--- src/rtl/btn_step_pulser.sv ---
`default_nettype none
// ============================================================================
// Module   : btn_step_pulser
// Purpose  : Converts a debounced push-button level into single-cycle command
//            pulses. One pulse is issued on press. If the button stays held,
//            a first auto-repeat follows after a hold delay, then further
//            repeats at a fixed rate. Also reports hold status and keeps a
//            wrapping count of issued pulses for debug display.
// Revision : 1.0 - initial release
// ============================================================================
module btn_step_pulser #(
    parameter int HOLD_CYCLES   = 50000000,  // press pulse to first repeat (>= 2)
    parameter int REPEAT_CYCLES = 10000000,  // spacing of repeat pulses (>= 2)
    parameter int CNT_W         = 26         // holds max(HOLD,REPEAT)-1
) (
    input  logic       clk,
    input  logic       reset,
    input  logic       level,
    input  logic       repeat_en,
    output logic       pulse,
    output logic       held,
    output logic [7:0] pulse_cnt
);

    typedef enum logic [1:0] {
        ST_IDLE   = 2'd0,
        ST_DELAY  = 2'd1,
        ST_REPEAT = 2'd2
    } state_t;

    localparam logic [CNT_W-1:0] HOLD_LAST   = CNT_W'(HOLD_CYCLES - 1);
    localparam logic [CNT_W-1:0] REPEAT_LAST = CNT_W'(REPEAT_CYCLES - 1);

    state_t           state_q,     state_d;
    logic [CNT_W-1:0] cnt_q,       cnt_d;
    logic             pulse_q,     pulse_d;
    logic             held_q,      held_d;
    logic [7:0]       pulse_cnt_q, pulse_cnt_d;

    // Next-state logic: release always wins over any terminal count.
    always_comb begin
        state_d     = state_q;
        cnt_d       = cnt_q;
        pulse_d     = 1'b0;

        case (state_q)
            ST_IDLE: begin
                if (level) begin
                    pulse_d = 1'b1;
                    cnt_d   = '0;
                    state_d = ST_DELAY;
                end
            end

            ST_DELAY: begin
                if (!level) begin
                    state_d = ST_IDLE;
                    cnt_d   = '0;
                end else if (cnt_q == HOLD_LAST) begin
                    // Terminal count is parked here until repeats are allowed.
                    if (repeat_en) begin
                        pulse_d = 1'b1;
                        cnt_d   = '0;
                        state_d = ST_REPEAT;
                    end
                end else begin
                    cnt_d = cnt_q + 1'b1;
                end
            end

            ST_REPEAT: begin
                if (!level) begin
                    state_d = ST_IDLE;
                    cnt_d   = '0;
                end else if (!repeat_en) begin
                    // Re-enabling restarts the full repeat interval.
                    cnt_d = '0;
                end else if (cnt_q == REPEAT_LAST) begin
                    pulse_d = 1'b1;
                    cnt_d   = '0;
                end else begin
                    cnt_d = cnt_q + 1'b1;
                end
            end

            default: begin
                state_d = ST_IDLE;
                cnt_d   = '0;
            end
        endcase

        held_d      = (state_d != ST_IDLE);
        pulse_cnt_d = pulse_d ? (pulse_cnt_q + 8'd1) : pulse_cnt_q;
    end

    // State and output registers with synchronous reset overriding everything.
    always_ff @(posedge clk) begin
        if (reset) begin
            state_q     <= ST_IDLE;
            cnt_q       <= '0;
            pulse_q     <= 1'b0;
            held_q      <= 1'b0;
            pulse_cnt_q <= 8'd0;
        end else begin
            state_q     <= state_d;
            cnt_q       <= cnt_d;
            pulse_q     <= pulse_d;
            held_q      <= held_d;
            pulse_cnt_q <= pulse_cnt_d;
        end
    end

    assign pulse     = pulse_q;
    assign held      = held_q;
    assign pulse_cnt = pulse_cnt_q;

endmodule
`default_nettype wire
--- config.mk ---
export PLATFORM = sky130hd
export DESIGN_NAME = btn_step_pulser
export DESIGN_NICKNAME = d
export VERILOG_FILES = /design/src/rtl/btn_step_pulser.sv
export SDC_FILE = /design/constraint.sdc
export NUM_CORES = 1
export LEC_CHECK = 0
export ABC_AREA = 1
export ABC_CLOCK_PERIOD_IN_PS = 5300
export CAP_MARGIN = 5
export CORE_MARGIN = 5
export CORE_UTILIZATION = 40
export DETAILED_ROUTE_END_ITERATION = 7
export DONT_BUFFER_PORTS = 1
export PLACE_DENSITY_LB_ADDON = 0.08
export SETUP_SLACK_MARGIN = 0.15
export SYNTH_ARGS = -nofsm -noshare
export SYNTH_HDL_FRONTEND = slang
export SYNTH_SLANG_ARGS = --single-unit
--- constraint.sdc ---
create_clock -name clk -period 5.3 [get_ports clk]
set_clock_uncertainty 0.15 [all_clocks]
set_input_delay 1.325 -clock clk [delete_from_list [all_inputs] [get_ports clk]]
set_output_delay 1.325 -clock clk [all_outputs]
set_load 0.02 [all_outputs]
==> out/results.tsv <==
stage	metric	value	unit
run_status	status	finished clean	
synthesis	synth.avg_cell_area	6.81	sq um
drt	routedWlPerCell	12.2	um
synthesis	synth.area.top_cells	dfxtp_1, nand2_1, nor2_1, inv_1, xor2_1	
drt	viasPerCell	4.84	
global_route	grt_max_degree	23	
placed_design	gp_congestion	0.857	
placed_design	portBuffers	0	
floorplan	die_area	7490	sq um
floorplan	die_w	86.5	um
drt	drtAntennaViolNets	0	
floorplan	num_io_pins	14	
floorplan	fp-row-count	27	
clock_tree	cts_sinks	38	
pwr	total_power	537	uW
run	maxCapViolCount	0	
sta	worstMarginPinSlew	0.689	ns
pwr	power.leakage	0.000881	uW
global_route	grt_pass1_wl	9040	um
final_layout	syn_to_final_growth	4.43	%
pwr	vdd_drop_max	0.102	mV
drt	wl	5080	um
synthesis	syn_nets	354	
synthesis	synth_top_area_cell	dfxtp_1	
hold_path	worstHoldPathType	flip-flop to flip-flop	
clock_tree	cts_resized	0	
synthesis	netlist_area	2340	sq um
synthesis	synthCells	344	
sta	final.min_clock_period	2.59	ns
synthesis	synth_ff_type	dfxtp_1	
synthesis	seq_area_frac_synth	0.325	
setup_path	end_kind	flip-flop	
synthesis	synth_edf_count	0	
placed_design	dp_hpwl	3860	um
drt	vias	2014	
pwr	power_density	220	nW/um^2
synthesis	async_reset_ff_frac	0	
final_layout	layout_common_cells	nand2_1, nor2_1, inv_1	
drt	first_pass_iters	4	
final_layout	layout.nets	354	
global_route	gr-total-overflow	0	
final_layout	mostFrequentLayoutCell	nand2_1	
clock_tree	postCtsSetupBuffers	0	
clock_tree	cts_buffers	5	
floorplan	die_y	86.5	um
floorplan	core	5610	sq um
synthesis	synth_top_area_share	0.325	
synthesis	ys_types	32	
sta	hold_viol	0	
clock_tree	clock_path_buffers	2	
clock_tree	cts_tree	built	
sta	fin_tns_setup	0	ns
floorplan	start_util	0.418	
clock_tree	clk_latency	0.29	ns
final_layout	antennaDiodeCount	0	
global_route	track_usage	0.150	
setup_path	cp_data_arrival_time	2.63	ns
setup_path	crit_type	primary input to flip-flop	
synthesis	ys_ff_latch	38	
sta	grt_setup_unrepaired	no	
clock_tree	clkTransAtPathRegs	0.08	ns
global_route	antenna_found_initial	0	
global_route	grt_pass1_vias	1883	
final_layout	drive_gt1_frac	0.122	
drt	drcViolationCount	0	
sta	setup_violations	0	
clock_tree	hold_buffers	0	
final_layout	num-fill-cells	612	
drt	first_iter_violations	134	
sta	fin_crit_sh	0.490	
setup_path	crit_required	5.34	ns
synthesis	synth-warning-count	0	
setup_path	crit_fanout	12	
clock_tree	root_buffer	clkbuf_8	
sta	max_slew_margin	0.539	
sta	finalMaxSlewViolations	0	
setup_path	startpoint_type	primary input	
sta	clock.fmax	0.385	GHz
clock_tree	htreeDepth	2	
-- logic make-up (layout without fill, tap and decap cells) --
logic type,count (synthesis),after routing,synth area share
fa+ha+maj,6,6,0.0321
compound gates,23,23,0.0518
flops,38,38,0.325
simple gates,208,208,0.427
xor+xnor,17,17,0.0636
buf+inv,52,52,0.101
-- cell usage after synthesis, types with 2 or more instances --
cell type	number
nand2_1	69
nor2_1	59
inv_1	43
dfxtp_1	38
nand3_1	23
nor2_2	15
xor2_1	14
nand4_1	11
o21ai_0	11
a21oi_1	8
nand2_2	8
nor3_1	8
ha_1	6
buf_6	5
nand2_4	3
nor2_4	3
xnor2_1	3
nand3b_1	2
nor3_2	2
-- power by group --
group | total [uW] | leakage [uW] | internal, uW | switching (uW)
clock | 191 | 0.0000438 | 88.4 | 102
sequential | 303 | 0.000308 | 291 | 11.9
combinational | 43.5 | 0.000529 | 13.4 | 30.1
-- through the flow --
| step | setup slack (ns) | cells | cell area, sq um | hold WS [ns] | utilization |
|---|---|---|---|---|---|
| finish | 2.71 | 416 | 2450 | 0.351 | 0.436 |
| global placement | 2.46 | 409 | 2370 | 0.330 | 0.422 |
| detailed placement | 2.42 | 409 | 2370 | 0.334 | 0.422 |
| global route | 2.60 | 416 | 2450 | 0.381 | 0.436 |
| floorplan | 2.90 | 344 | 2340 | 0.305 | - |
| CTS | 2.74 | 416 | 2450 | 0.352 | 0.436 |
-- worst paths after layout --
path | start | to | slack [ns] | cells past startpoint
max | level | pulse_cnt[5] | 2.71 | 7
min | cnt_q[0] | cnt_q[0] | 0.35 | 2
max reg2reg | cnt_q[1] | cnt_q[2] | 3.10 | 11
min reg2reg | cnt_q[0] | cnt_q[0] | 0.35 | 2
-- per-layer routing --
layer / wire (um) / track usage / vias to the layer above
met5: 0 / 0 / -
met4: 42 / 0.0453 / 0
met3: 167 / 0.0409 / 4
met2: 2140 / 0.221 / 25
met1: 2730 / 0.213 / 910
li1: - / - / 1075
-- state kept, by name (all words and copies together), names as in the netlist --
name,cells
held,1
state_q,2
cnt_q,26
pulse_cnt,8
pulse,1
-- worst max-delay path: stages --
cell and delay (ns):
inv_1 0.03, nor2_1 0.53, inv_1 0.13, nor4b_1 0.38, nand3_1 0.12, nand2_1 0.07, nor2_1 0.04
-- area by class of cell --
| class | instances | area [sq um] | area share |
|---|---|---|---|
| Multi-Input combinational cell | 254 | 1350 | 0.550 |
| Inverter | 45 | 171 | 0.0701 |
| Clock buffer | 5 | 68.8 | 0.0281 |
| Clock inverter | 2 | 10.0 | 0.00409 |
| Sequential cell | 38 | 761 | 0.311 |
| Tap cell | 72 | 90.1 | 0.0368 |
Note: power is estimated with default switching activity, not from simulation.
